$ cat config.mk
export PLATFORM = sky130hd
export DESIGN_NAME = sys_bus_xbar
export DESIGN_NICKNAME = d
export VERILOG_FILES = /design/src/rtl/sys_bus_xbar.sv
export SDC_FILE = /design/constraint.sdc
export NUM_CORES = 1
export LEC_CHECK = 0
export BUFFER_PORTS_ARGS = -buffer_cell sky130_fd_sc_hd__buf_2
export CORE_AREA = 5 5 230 232
export DETAILED_ROUTE_END_ITERATION = 16
export DIE_AREA = 0 0 235 237
export GPL_TIMING_DRIVEN = 0
export SKIP_LAST_GASP = 1
export SLEW_MARGIN = 30
export SYNTH_ARGS = -nofsm -noshare
export SYNTH_HDL_FRONTEND = slang
export SYNTH_SLANG_ARGS = --single-unit
$ cat constraint.sdc
create_clock -name clk -period 3.5 [get_ports clk]
set_input_delay 0.35 -clock clk [delete_from_list [all_inputs] [get_ports clk]]
set_output_delay 0.35 -clock clk [all_outputs]
set_load 0.005 [all_outputs]
$ cat src/rtl/sys_bus_xbar.sv
// ============================================================================
// Module   : sys_bus_xbar
// Brief    : Registered single-master bus decoder. Routes one req/ack
//            transaction at a time to NSLV address windows and reports decode
//            misses and slave timeouts as bus errors.
//            Optional error log enabled by `define SYS_BUS_ERR_LOG_EN.
// Revision : 1.0 - initial release
// ============================================================================
`default_nettype none

module sys_bus_xbar #(
  parameter int                     ADDR_W   = 64,
  parameter int                     DATA_W   = 64,
  parameter int                     NSLV     = 4,
  parameter logic [NSLV*ADDR_W-1:0] SLV_BASE = {64'h80000000, 64'h50000000,
                                                64'h40000000, 64'h00000000},
  parameter logic [NSLV*ADDR_W-1:0] SLV_SIZE = {64'h1000, 64'h10,
                                                64'h10, 64'h4000},
  parameter int                     TIMEOUT  = 16
) (
  input  logic                   clk,
  input  logic                   rst,
  input  logic                   m_req,
  input  logic [ADDR_W-1:0]      m_addr,
  input  logic [DATA_W-1:0]      m_wdata,
  input  logic [2:0]             m_rd_ctrl,
  input  logic [2:0]             m_wr_ctrl,
  output logic                   m_ready,
  output logic                   m_rvalid,
  output logic [DATA_W-1:0]      m_rdata,
  output logic                   m_err,
`ifdef SYS_BUS_ERR_LOG_EN
  output logic [ADDR_W-1:0]      err_addr,
  output logic [15:0]            err_cnt,
`endif
  output logic [NSLV-1:0]        s_req,
  output logic [ADDR_W-1:0]      s_addr,
  output logic [DATA_W-1:0]      s_wdata,
  output logic [2:0]             s_rd_ctrl,
  output logic [2:0]             s_wr_ctrl,
  input  logic [NSLV-1:0]        s_ack,
  input  logic [NSLV*DATA_W-1:0] s_rdata
);

  localparam int              CNT_W     = $clog2(TIMEOUT);
  localparam logic [CNT_W-1:0] c_CNT_MAX = CNT_W'(TIMEOUT - 1);

  localparam logic [1:0] c_ST_IDLE   = 2'd0;
  localparam logic [1:0] c_ST_ACCESS = 2'd1;
  localparam logic [1:0] c_ST_RESP   = 2'd2;

  logic [1:0]        r_state;
  logic [CNT_W-1:0]  r_cnt;
  logic [NSLV-1:0]   r_s_req;
  logic [ADDR_W-1:0] r_s_addr;
  logic [DATA_W-1:0] r_s_wdata;
  logic [2:0]        r_s_rd_ctrl;
  logic [2:0]        r_s_wr_ctrl;
  logic              r_rvalid;
  logic [DATA_W-1:0] r_rdata;
  logic              r_err;

  logic [NSLV-1:0]   w_hit;
  logic [NSLV-1:0]   w_sel;
  logic [DATA_W-1:0] w_rdata;
  logic              w_ack;

  // Window check is done as offset compare so the window never wraps.
  for (genvar i = 0; i < NSLV; i++) begin : g_dec
    assign w_hit[i] = (m_addr >= SLV_BASE[i*ADDR_W +: ADDR_W]) &&
                      ((m_addr - SLV_BASE[i*ADDR_W +: ADDR_W]) <
                       SLV_SIZE[i*ADDR_W +: ADDR_W]);
  end

  // Isolate lowest set bit so overlapping windows resolve to the lowest index.
  assign w_sel = w_hit & (~w_hit + NSLV'(1));
  assign w_ack = |(s_ack & r_s_req);

  always_comb begin
    w_rdata = '0;
    for (int i = 0; i < NSLV; i++) begin
      if (r_s_req[i]) begin
        w_rdata = w_rdata | s_rdata[i*DATA_W +: DATA_W];
      end
    end
  end

  always_ff @(posedge clk) begin
    if (rst) begin
      r_state     <= c_ST_IDLE;
      r_cnt       <= '0;
      r_s_req     <= '0;
      r_s_addr    <= '0;
      r_s_wdata   <= '0;
      r_s_rd_ctrl <= '0;
      r_s_wr_ctrl <= '0;
      r_rvalid    <= 1'b0;
      r_rdata     <= '0;
      r_err       <= 1'b0;
    end else begin
      case (r_state)
        c_ST_IDLE: begin
          if (m_req) begin
            r_s_addr    <= m_addr;
            r_s_wdata   <= m_wdata;
            r_s_rd_ctrl <= m_rd_ctrl;
            r_s_wr_ctrl <= m_wr_ctrl;
            r_cnt       <= '0;
            if (|w_sel) begin
              r_s_req <= w_sel;
              r_state <= c_ST_ACCESS;
            end else begin
              r_rvalid <= 1'b1;
              r_err    <= 1'b1;
              r_rdata  <= '0;
              r_state  <= c_ST_RESP;
            end
          end
        end
        c_ST_ACCESS: begin
          if (w_ack) begin
            r_s_req  <= '0;
            r_rvalid <= 1'b1;
            r_err    <= 1'b0;
            r_rdata  <= (r_s_rd_ctrl != 3'd0) ? w_rdata : '0;
            r_state  <= c_ST_RESP;
          end else if (r_cnt == c_CNT_MAX) begin
            r_s_req  <= '0;
            r_rvalid <= 1'b1;
            r_err    <= 1'b1;
            r_rdata  <= '0;
            r_state  <= c_ST_RESP;
          end else begin
            r_cnt <= r_cnt + CNT_W'(1);
          end
        end
        c_ST_RESP: begin
          r_rvalid <= 1'b0;
          r_cnt    <= '0;
          r_state  <= c_ST_IDLE;
        end
        default: r_state <= c_ST_IDLE;
      endcase
    end
  end

`ifdef SYS_BUS_ERR_LOG_EN
  logic [ADDR_W-1:0] r_err_addr;
  logic [15:0]       r_err_cnt;

  always_ff @(posedge clk) begin
    if (rst) begin
      r_err_addr <= '0;
      r_err_cnt  <= '0;
    end else if (r_state == c_ST_RESP && r_err) begin
      r_err_addr <= r_s_addr;
      if (r_err_cnt != 16'hFFFF) begin
        r_err_cnt <= r_err_cnt + 16'd1;
      end
    end
  end

  assign err_addr = r_err_addr;
  assign err_cnt  = r_err_cnt;
`endif

  assign m_ready   = (r_state == c_ST_IDLE) && !rst;
  assign m_rvalid  = r_rvalid;
  assign m_rdata   = r_rdata;
  assign m_err     = r_err;
  assign s_req     = r_s_req;
  assign s_addr    = r_s_addr;
  assign s_wdata   = r_s_wdata;
  assign s_rd_ctrl = r_s_rd_ctrl;
  assign s_wr_ctrl = r_s_wr_ctrl;

endmodule

`default_nettype wire

* After elaboration in Yosys (flattened, before gate mapping)
Cells that the tools add are included.
** Word-level totals
- Register bits after elaboration :: 210
- Bits in latches :: 0
- RAM bits :: 0
- ROM bits :: 0
- Output and inout bits :: 205
- Word-level logic and storage cells :: 87
- Memories kept :: 0
** Cells by class
- Add/subtract/negate cells :: 5
- Multipliers :: 0
- Div/mod/pow operators :: 0
- Order comparisons :: 8
- Equal/unequal tests :: 9
- Shift-type cells :: 0
- Mux-type cells :: 31
- Bitwise operators :: 6
- Reduce and logical (&&, ||, !) cells :: 18
** Operators by type and width (count)
- two-way mux 64 bit :: 9
- OR 64 bit :: 3
- greater-or-equal comparator 64 x 31 -> 1 bit, second input constant :: 2
- less-than comparator 64 x 5 -> 1 bit, second input constant :: 2
- one-hot mux 64 bit (2 select lines) :: 1
- subtractor 64 x 31 -> 64 bit, second input constant :: 2
- greater-or-equal comparator 64 x 1 -> 1 bit, second input constant :: 1
- greater-or-equal comparator 64 x 32 -> 1 bit, second input constant :: 1
- less-than comparator 64 x 13 -> 1 bit, second input constant :: 1
- less-than comparator 64 x 15 -> 1 bit, second input constant :: 1
- subtractor 64 x 32 -> 64 bit, second input constant :: 1
- two-way mux 4 bit :: 7
- AND reduction 4 bit :: 4
- one-hot mux 4 bit (3 select lines) :: 1
- != test 2 bit, second input constant :: 5
- adder 4 x 1 -> 4 bit, second input constant :: 2
- AND 4 bit :: 2
- two-way mux 2 bit :: 4
- one-hot mux 4 bit (2 select lines) :: 1
- OR reduction 4 bit :: 2
- nonzero test 3 bit :: 2
- logical AND 1 bit :: 5
- two-way mux 1 bit :: 5
- == test 4 bit, second input constant :: 1
- other kinds (11) :: 12

* Logic depth before layout (Yosys ltp)
Gate-level depths: netlist of run 1.
- Depth after elaboration :: 10
- Mapped depth :: 14
- Depth with buffers taken out :: 11

* Least setup slack after synthesis of run 1
Ideal clock, no wire load.
- Kind :: input to register
- From :: input port m_addr[31]
- To :: register r_s_req[2] (netlist: s_req[2])
- Library setup time :: 0.114 ns
- Arrival :: 3.150 ns
- Slack :: 0.236 ns
- Stages :: 12
- Path buffers :: 1
- Path through :: clkbuf_1 inv_1 ha_1 or3b_2 o31a_1 nor3_2 o211ai_1 a2111oi_0 nand4_1 a41oi_1 nor3b_1 a21o_1
** Between the ends
- Cells in the longest elaborated chain, start to end :: 9
- Elaborated cells on any way between the ends :: 24
- Classes of those cells :: add/sub: 4; order compare: 8; eq/ne: 1; mux: 3; bitwise: 2; reduce/logical: 6
** RTL lines
- start, declared :: line 24 : input logic [ADDR_W-1:0] m_addr,
- subtractor 64 x 31 -> 64 bit or subtractor 64 x 32 -> 64 bit (tied branches) :: line 71 : ((m_addr - SLV_BASE[i*ADDR_W +: ADDR_W]) <
- less-than comparator 64 x 5 -> 1 bit or less-than comparator 64 x 13 -> 1 bit (tied branches) :: line 71
- logical AND 1 bit :: line 70 : assign w_hit[i] = (m_addr >= SLV_BASE[i*ADDR_W +: ADDR_W]) &&
- inverter 4 bit :: line 76 : assign w_sel = w_hit & (~w_hit + NSLV'(1));
- adder 4 x 1 -> 4 bit :: line 76
- AND 4 bit * :: line 76
- OR reduction 4 bit or two-way mux 4 bit (tied branches) :: line 109 : if (|w_sel) begin
- != test 2 bit (no line) or two-way mux 4 bit (tied branches)
- AND reduction 4 bit (no line) or one-hot mux 4 bit (2 select lines) (tied branches)
- end signal, assigned :: line 110 : r_s_req <= w_sel;
- end, declared :: line 54 : logic [NSLV-1:0] r_s_req;
Every way passes the cells marked *; elsewhere a longest branch is shown, timed or not. The select of a mux whose other input is x is not followed.
A chain may end at the register's enable or synchronous reset.

* Final worst setup path of run 1
- From :: input port m_addr[35]
- To :: register r_rdata[37] (netlist: m_rdata[37])
** Between the ends
- Cells in the longest elaborated chain, start to end :: 9
- Elaborated cells on any way between the ends :: 21
- Classes of those cells :: add/sub: 4; order compare: 8; eq/ne: 1; bitwise: 2; reduce/logical: 6
** RTL lines
- subtractor 64 x 31 -> 64 bit or subtractor 64 x 32 -> 64 bit (tied branches) :: line 71
- less-than comparator 64 x 5 -> 1 bit or less-than comparator 64 x 13 -> 1 bit (tied branches) :: line 71
- logical AND 1 bit :: line 70
- inverter 4 bit :: line 76
- adder 4 x 1 -> 4 bit :: line 76
- AND 4 bit * :: line 76
- OR reduction 4 bit * :: line 109
- != test 2 bit (no line) *
- AND reduction 4 bit (no line) *
- end signal, assigned :: line 125 : r_rdata <= (r_s_rd_ctrl != 3'd0) ? w_rdata : '0;
- end, declared :: line 60 : logic [DATA_W-1:0] r_rdata;
Every way passes the cells marked *; elsewhere a longest branch is shown, timed or not.

==> results of run 1 <==
-- metrics by stage --
stage	setup TNS [ns]	worst slack, ns	utilization [%]
finish	0	0.06207	31.12
detailed placement	-74.52	-1.097	29.18
global route	0	0.03038	31.11
CTS	0	0.1330	30.90
global placement	-72.16	-1.053	29.17
floorplan	0	0.2360	-
-- registers in the layout, summed over array words and instances (netlist names) --
name and cells:
m_rdata 64, s_addr 64, s_wdata 64, r_cnt 4, s_req 4, s_rd_ctrl 3, s_wr_ctrl 3, r_state 2
m_err 1, m_rvalid 1
-- area by class of cell --
type / instances / area [um2]
multi-input cells: 1047 / 6274
diodes: 3 / 7.507
plain buffers: 147 / 625.6
well taps: 680 / 850.8
inverters: 7 / 26.28
clock buffers: 32 / 701.9
fillers: 5527 / 34980
repair buffers: 589 / 2975
clock inverters: 12 / 138.9
flip-flops and latches: 210 / 4204
-- worst max-delay path, stage by stage --
cell and delay (ns):
buf_2 0.13, clkbuf_1 0.26, nor4_1 0.66, nand4_1 0.16, a2111oi_0 0.47, nand4b_1 0.30, nor4bb_1 0.44, nand4_1 0.23
nand4_2 0.21, nand2b_4 0.18, buf_8 0.16, buf_8 0.14, a41o_1 0.18
-- power breakdown --
group / switching (uW) / internal (uW) / leakage (uW)
Clock: 1060 / 1630 / 0.000424
Sequential: 49.0 / 2480 / 0.00171
Combinational: 545 / 349 / 0.00491
Total: 1660 / 4460 / 0.00705
-- placed cells by master (no fill, tap or decap), types with 6 or more instances in the layout --
master / synthesis / layout
a21oi_1: 140 / 140
a41o_1: 64 / 64
inv_1: 6 / 6
a221oi_1: 64 / 64
a211oi_1: 9 / 9
nand3_1: 17 / 17
or4_1: 9 / 9
clkbuf_1: 122 / 123
nor4_1: 27 / 24
buf_1: 12 / 12
clkinv_2: 0 / 8
xor2_1: 10 / 10
o21ai_0: 22 / 21
a22o_1: 64 / 64
buf_2: 7 / 590
o22ai_1: 66 / 66
nor3_1: 21 / 21
nand2_1: 353 / 353
nand4_1: 29 / 29
or3_1: 14 / 14
nor2_1: 36 / 35
clkbuf_16: 0 / 25
dfxtp_1: 210 / 210
nand2b_1: 6 / 6
-- kinds of logic after synthesis --
family	share of synthesized area, %
fa+ha+maj	0.3398
buf+inv	5.935
compound gates	31.24
flops	38.06
simple gates	23.20
mux	0.3625
xor+xnor	0.8721
-- final timing paths --
| check | start | endpoint | slack (ns) |
|---|---|---|---|
| setup reg to reg | r_state[0] | s_addr[6] | 0.51 |
| hold reg to reg | s_addr[59] | s_addr[59] | 0.45 |
| hold / removal | m_wdata[60] | s_wdata[60] | 0.05 |
| setup / recovery | m_addr[35] | m_rdata[37] | 0.06 |
-- layer usage --
metal	up-vias	wire, um
met1	6699	25760
li1	6554	-
met3	56	5427
met5	-	13
met4	2	996
met2	680	29910
-- timing repair --
item	CTS	global route
hold buffers	0	0
gates resized for setup	6	8
setup buffers	1	5
cloned	0	0
pin swaps	2	1
endpoints found under the setup margin	72	70
endpoints found under the hold margin	0	0
==> metrics.txt, run 1 <==
synth top area cells dfxtp_1 (38%), nand2_1 (12%), a21oi_1 (6.3%); CP required 3.96 ns; post-synthesis sequential area ratio 38.06%; largest net degree at the start of global routing 13; Critical Path End Type flip-flop; Horiz. Die Dim 235 um; I/O pins 602; power per cell area 387.0 nW/um2; CP arrival 3.90 ns; Worst Hold Depth 3; Leakage 0.007048 uW; final wirelength 62110 um; drt first pass iters 5; Setup Viol. Count Final 0; final instance area 15800 um2; post-synth top area cell dfxtp_1; Mapped Area 11050 um2; Peak VDD IR 0.2867 mV; Clock Path Buffers 3; Hold Vio Cnt, Final 0; Pins Over Slew Limit 0; syn_nets 1812; maxcap violations 0; CTS tree yes; post-synthesis cell count 1412; Initial Util 21.75%; final setup skew 0.01478 ns; worst skew pair latency 0.53 ns; row cnt 83; Final nets 2427; detailed-route DRC error count 0; HP Class in2reg; routed len/inst 22.78 um; count of state elements after synthesis 210; first-pass GRT wire length 89730 um; outcome completed; input/output buffers 583; vias in the first global route 13610; Worst Hold Slack 0.05164 ns; H-Tree Depth 1; grt ovf 0; fin cells 2727; yosys warns 0; GRT Max-Usage Layer met2; Routed Antenna Nets 0; minimum clock period after layout 3.438 ns; FFs w/ async S/R, synth 0%; largest fanout on the critical path 10; unrepaired setup endpoints after global routing false; CTS Sinks 210; total global-route track usage 20.49%; cts bufs inserted 25; total power 6116 uW; final period utilization 98.23%; worst slew pin tran 0.9671 ns; Max-slew headroom 35.53%; via/cell ratio 5.131; DR vias 13990; most common cell in the netlist nand2_1; gpl congestion 1.049; most frequent cells after synthesis nand2_1 (353), dfxtp_1 (210), a21oi_1 (140), clkbuf_1 (122), o22ai_1 (66); Placed Instances 2675; Fmax 290.9 MHz; crit path launch type input pin; CTS clk-pin slew, worst paths 0.06 ns; Synth Flop Type dfxtp_1; Post-DP HPWL 50810 um; R2R cell count 8; layout cells sized above 1 32.93%; die area 55700 um2; Layout area overhead 43.06%; GR Util met1 25.58%; core area 50780 um2; met3 usage 5.754%; initial antenna violation count 1; Die Y 237 um; Synth Area per Inst 7.824 um2; Distinct cells, synth 69; Post-Place Cell Area 14820 um2; CTS Root Cell clkbuf_16; critical path class in2reg; number of flops mapped to enable cells by yosys 0; Yosys top cell area share 38.06%; met2 Use GR 35.60%; Initial DRC Count 1136
Power figures use the tool's default switching activity.
==> run 2, diff against run 1 <==
Settings changed: ABC_AREA from default to 1, CELL_PAD_IN_SITES_DETAIL_PLACEMENT from default to 0, CELL_PAD_IN_SITES_GLOBAL_PLACEMENT from default to 1, CORE_AREA 5 5 230 232 to 5 5 232 234, DIE_AREA 0 0 235 237 to 0 0 237 239, PLACE_DENSITY_LB_ADDON from default to 0.1.
==> metrics.txt, run 2 <==
Reg2Reg Capture Point m_rdata[48]; most common cell in the netlist nand2_1; R2R cell count 8 (unchanged); power per cell area 464.1 nW/um2 (+20%); unrepaired setup endpoints after global routing false; synth top area cells dfxtp_1 (35%), nand2_1 (15%), nor2_1 (14%); Comb pwr share 28.0% (+13 points); # resized after CTS 0 (-6); largest net degree at the start of global routing 16 (+3); FFs w/ async S/R, synth 0% (unchanged); fin worst setup slack 0.4681 ns (+0.4060 ns); final period utilization 86.63% (-12 points); Mapped Area 12010 um2 (+8.7%); reg-to-reg slack, setup 0.66 ns (+0.15 ns); FF-to-FF Start s_req[1]; CTS Root Cell clkbuf_16; Synth Area per Inst 6.224 um2 (-20%); maxcap violations 0 (unchanged); CTS tree yes; die area 56640 um2 (+1.7%); Fmax 329.8 MHz (+13%); CP arrival 3.49 ns (-0.41 ns); layout cells sized above 1 26.20% (-6.7 points); most frequent cells after synthesis nand2_1 (485), nor2_1 (451), dfxtp_1 (210), o21ai_0 (156), nand3_1 (101); Hold-fix buffers, CTS 87 (+87); CTS Sinks 210 (unchanged); commonest non-fill, non-tap cell in the layout buf_2; outcome completed; Initial DRC Count 851 (-25%); minimum clock period after layout 3.032 ns (-0.4060 ns); Critical Path End Type flip-flop; row cnt 84 (+1.2%); Peak VDD IR 0.4297 mV (+50%); grt ovf 0 (unchanged); HP Start m_wdata[34]; Synth Flop Type dfxtp_1; Worst Hold End s_wdata[34]; count of state elements after synthesis 210 (unchanged); Hold Vio Cnt, Final 0 (unchanged); final setup skew 0.02108 ns (+0.006292 ns); internal power 5440 uW (+22%); post-synthesis sequential area ratio 35.02% (-3.0 points); drt first pass iters 6 (+1); Final nets 3046 (+26%); Horiz. Die Dim 237 um (+0.85%); gpl congestion 0.9550 (-9.0%); worst skew pair latency 0.58 ns (+0.05 ns); switching share of total power 34.02% (+7.0 points); crit path launch type input pin; Seq pwr share 34.9% (-6.5 points); vias in the first global route 15850 (+16%); H-Tree Depth 1 (unchanged); critical path class in2reg; DR vias 15850 (+13%); Die Y 239 um (+0.84%); via/cell ratio 4.711 (-8.2%); fin cells 3365 (+23%); Pins Over Slew Limit 0 (unchanged); initial antenna violation count 15 (+14); post-synth top area cell dfxtp_1; Worst Hold Depth 3 (unchanged); Yosys top cell area share 35.02% (-3.0 points); dpl ws -0.009701 ns (+1.087 ns); final core area utilization 34.29% (+3.2 points); Psw 2804 uW (+69%); yosys warns 0 (unchanged); I/O pins 602 (unchanged); input/output buffers 597 (+2.4%); HP Class in2reg; Layout area overhead 47.98%; cts bufs inserted 29 (+16%); Initial Util 23.17% (+1.4 points); Setup Viol. Count Final 0 (unchanged); Placed Instances 3216 (+20%); routed len/inst 21.66 um (-4.9%); total power 8245 uW (+35%); syn_nets 2329 (+29%); Distinct cells, synth 34 (-51%); total setup buffers inserted after CTS 0 (-1); total global-route track usage 24.03% (+3.5 points); most frequent cells in the layout buf_2 (608), nand2_1 (485), nor2_1 (451); final wirelength 72890 um (+17%); Routed Antenna Nets 0 (unchanged); Clock Path Buffers 3 (unchanged); Worst Hold Slack 0.03778 ns (-0.01386 ns); worst slew pin tran 0.9924 ns (+0.02539 ns); detailed-route DRC error count 0 (unchanged); Leakage 0.008321 uW (+18%); CP required 3.96 ns (about the same); Max-slew headroom 33.84% (-1.7 points); Clock power frac 37.2% (-6.8 points); number of flops mapped to enable cells by yosys 0 (unchanged); core area 51810 um2 (+2.0%); Post-DP HPWL 59700 um (+17%); largest fanout on the critical path 10 (unchanged); CTS clk-pin slew, worst paths 0.06 ns (about the same); first-pass GRT wire length 103800 um (+16%); post-synthesis cell count 1929 (+37%)
[run 2: critical path, stage by stage]
cell	delay (ns)
buf_2	0.15
inv_1	0.14
ha_1	0.23
nand2_2	0.13
nor2_2	0.11
nor2_1	0.49
nand2_1	0.20
xor2_1	0.26
nand2_1	0.08
nor2_1	0.18
nand2_1	0.09
nor2_1	0.10
nand3_1	0.18
nand3_2	0.16
nand2_4	0.11
nand2_4	0.17
buf_6	0.18
nand2_1	0.06
nand2_1	0.06
nor2_1	0.05
[run 2: final cells by class]
| class | count | area, um2 |
|---|---|---|
| multi-input combinational | 1495 | 6903 |
| antenna | 9 | 22.52 |
| buffer | 118 | 505.5 |
| clock inverter | 11 | 133.9 |
| inverter | 106 | 397.9 |
| fill | 5854 | 34050 |
| timing repair buffer | 686 | 3874 |
| tap | 688 | 860.8 |
| sequential | 210 | 4204 |
| clock buffer | 42 | 864.6 |
[run 2: power groups by stage]
stage	logic [uW]	registers, uW	clock network (uW)
final	2310	2870	3070
after global routing	2560	2910	3260
after CTS	2330	2870	3170
after detailed placement	2240	2920	0
after global placement	2240	2910	0
after floorplan	1030	2920	0
[run 2: through the flow]
step	area (um2)	TNS, ns
after floorplan	12010	0
after global placement	15850	-0.2096
after detailed placement	15870	-0.01041
after CTS	17740	0
after global routing	17750	0
final	17770	0
[run 2: cell families after synthesis]
group           count (synthesis)  share of synthesized area, %
xor+xnor                       18                         1.313
simple gates                 1129                         38.39
flops                         210                         35.02
buf+inv                       224                         7.525
compound gates                345                         17.44
fa+ha+maj                       3                        0.3127
[run 2: metal layers]
layer	global-route usage [%]	vias up	part of all wire, %
met4	5.807	10	2.8
met1	30.31	7335	42
met2	40.17	604	46
met3	7.660	114	9.0
met5	0	-	0.10
li1	-	7789	-
[run 2: worst max-delay path by stage]
stage | start | end | slack, ns | cells past startpoint
2_1_floorplan | m_addr[32] | m_rdata[35] | 1.05 | 21
3_3_place_gp | m_addr[32] | m_rdata[58] | -0.02 | 20
5_1_grt | m_addr[7] | m_rdata[35] | 0.21 | 18
6_report | m_addr[32] | m_rdata[45] | 0.47 | 20
4_1_cts | m_addr[7] | m_rdata[45] | 0.49 | 18
3_5_place_dp | m_addr[32] | m_rdata[45] | -0.01 | 20
==> run 3, diff against run 2 <==
Settings changed: BUFFER_PORTS_ARGS -buffer_cell sky130_fd_sc_hd__buf_2 to default, CORE_AREA 5 5 232 234 to 5 5 234 236, DIE_AREA 0 0 237 239 to 0 0 239 241, DONT_BUFFER_PORTS from default to 1.
==> metrics.txt, run 3 (synthesis results as in run 2) <==
switching share of total power 33.02% (-1.0 points); Comb pwr share 21.0% (-7.0 points); filler cell count 5863 (+0.15%); CTS clk-pin slew, worst paths 0.06 ns (about the same); internal power 5150 uW (-5.3%); Initial Util 22.98% (-0.19 points); power per cell area 512.4 nW/um2 (+10%); delay of the slowest critical-path stage 0.64 ns (+0.15 ns); multi-input logic area 6903 um2 (unchanged); Final nets 2475 (-19%); critical path class reg2reg; input/output buffers 0 (-100%); gpl congestion 0.8813 (-7.7%); row cnt 84 (unchanged); outcome completed; Max-slew headroom 41.67% (+7.8 points); worst path cell trace a22o_1, nor2_1, nor2_1, clkinv_1, clkbuf_1, nor3_1, nor2_1, nor2_1; Peak VDD IR 0.3565 mV (-17%); unrepaired setup endpoints after global routing false; Seq pwr share 39.7% (+4.8 points); commonest non-fill, non-tap cell in the layout nand2_1; initial antenna violation count 2 (-13); critical path buffer and inverter count 2 (-1); Die Y 241 um (+0.84%); fin worst setup slack 0.5596 ns (+0.09155 ns); vias in the first global route 13470 (-15%); most frequent CP cell nor2_1; Leakage 0.005856 uW (-30%); worst slew pin tran 0.8750 ns (-0.1174 ns); final core area utilization 28.72% (-5.6 points); CTS tree yes; cts bufs inserted 28 (-3.4%); DR vias 13840 (-13%); via/cell ratio 4.969 (+5.5%); CP required 3.98 ns (+0.02 ns); Post-DP HPWL 55070 um (-7.8%); Setup Viol. Count Final 0 (unchanged); Final TNS setup 0 ns (unchanged); total global-route track usage 22.02% (-2.0 points); H-Tree Depth 1 (unchanged); CP top delay family simple AND/OR/NAND/NOR gates; largest net degree at the start of global routing 14 (-2); drt first pass iters 5 (-1); Clock Path Buffers 3 (unchanged); largest fanout on the critical path 10 (unchanged); Clock power frac 39.4% (+2.2 points); grt ovf 0 (unchanged); Initial DRC Count 827 (-2.8%); worst skew pair latency 0.56 ns (-0.02 ns); layout cells sized above 1 4.826% (-21 points); most frequent cells in the layout nand2_1 (485), nor2_1 (451), dfxtp_1 (210); routed len/inst 24.58 um (+13%); HP Class in2reg; crit path launch type flip-flop; detailed-route DRC error count 0 (unchanged); Critical Path End Type flip-flop; core area 52240 um2 (+0.81%); Pins Over Slew Limit 0 (unchanged); I/O pins 602 (unchanged); Slowest-stage cell, CP dfxtp_1; CTS Root Cell clkbuf_16; final period utilization 84.01% (-2.6 points); Psw 2538 uW (-9.5%); Register Area 4204 um2 (unchanged); Routed Antenna Nets 0 (unchanged); CTS Sinks 210 (unchanged); Horiz. Die Dim 239 um (+0.84%); Fmax 340.1 MHz (+3.1%); dpl ws -0.01188 ns (-0.002177 ns); final wirelength 68440 um (-6.1%); Layout area overhead 24.98%; maxcap violations 0 (unchanged); minimum clock period after layout 2.940 ns (-0.09155 ns); # resized after CTS 0 (unchanged); die area 57600 um2 (+1.7%); first-pass GRT wire length 94760 um (-8.7%); final setup skew 0.01996 ns (-0.001120 ns); Hold Vio Cnt, Final 0 (unchanged); CP arrival 3.42 ns (-0.07 ns)
run 3: cell count changes in the layout (fill, tap and decap cells not counted):
cell           before  now
bufinv_16           2    4
clkbuf_1           88   84
clkbuf_8            9    5
buf_2             608   11
clkinvlp_4          1    2
dlygate4sd3_1      87  114
diode_2             9    3
clkbuf_2            0    4
inv_16              1    0
clkinv_4            3    0
run 3: repair_timing:
action,CTS,global route
setup buffers,0,0
hold buffers,114,0
hold endpoints to repair,117,0
setup endpoints to repair,0,0
run 3: final timing paths:
check	from	endpoint	slack (ns)	depth (start not counted)
worst max register to register	s_req[0]	m_rdata[36]	0.56	8
worst min register to register	r_cnt[0]	r_cnt[0]	0.50	2
worst min-delay path	m_addr[33]	s_addr[33]	0.05	2
worst max-delay path	s_req[0]	m_rdata[36]	0.56	8
run 3: power by group through the flow:
stage                     Clock, uW  Combinational [uW]  Sequential, uW
after global placement            0                1490            3110
after floorplan                   0                1030            2920
after global routing           3230                1820            3090
final                          3030                1610            3050
after detailed placement          0                1510            3110
after CTS                      3150                1630            3060
run 3: stage by stage:
step	total power [uW]	cell area, um2	cells	hold WS [ns]
after floorplan	3955	12010	1929	0.4191
after global placement	4603	12870	2617	0.4269
after detailed placement	4619	12890	2619	0.4272
after CTS	7843	15000	2781	0.0001578
after global routing	8144	15000	2783	0.01307
final	7688	15000	2784	0.04991
run 3: final cells by class:
cell class,instances,area share [%]
Tap cell,688,5.737
Inverter,106,2.652
Antenna cell,3,0.05003
Multi-Input combinational cell,1495,46.01
Sequential cell,210,28.02
Timing Repair Buffer,116,7.705
Clock inverter,10,1.034
Buffer,118,3.402
Clock buffer,38,5.395
run 3: layer usage:
layer	track usage [%]	part of all wire (%)
met4	5.447	2.3
met2	36.38	47
met3	7.279	9.5
met5	0	0
met1	27.94	42
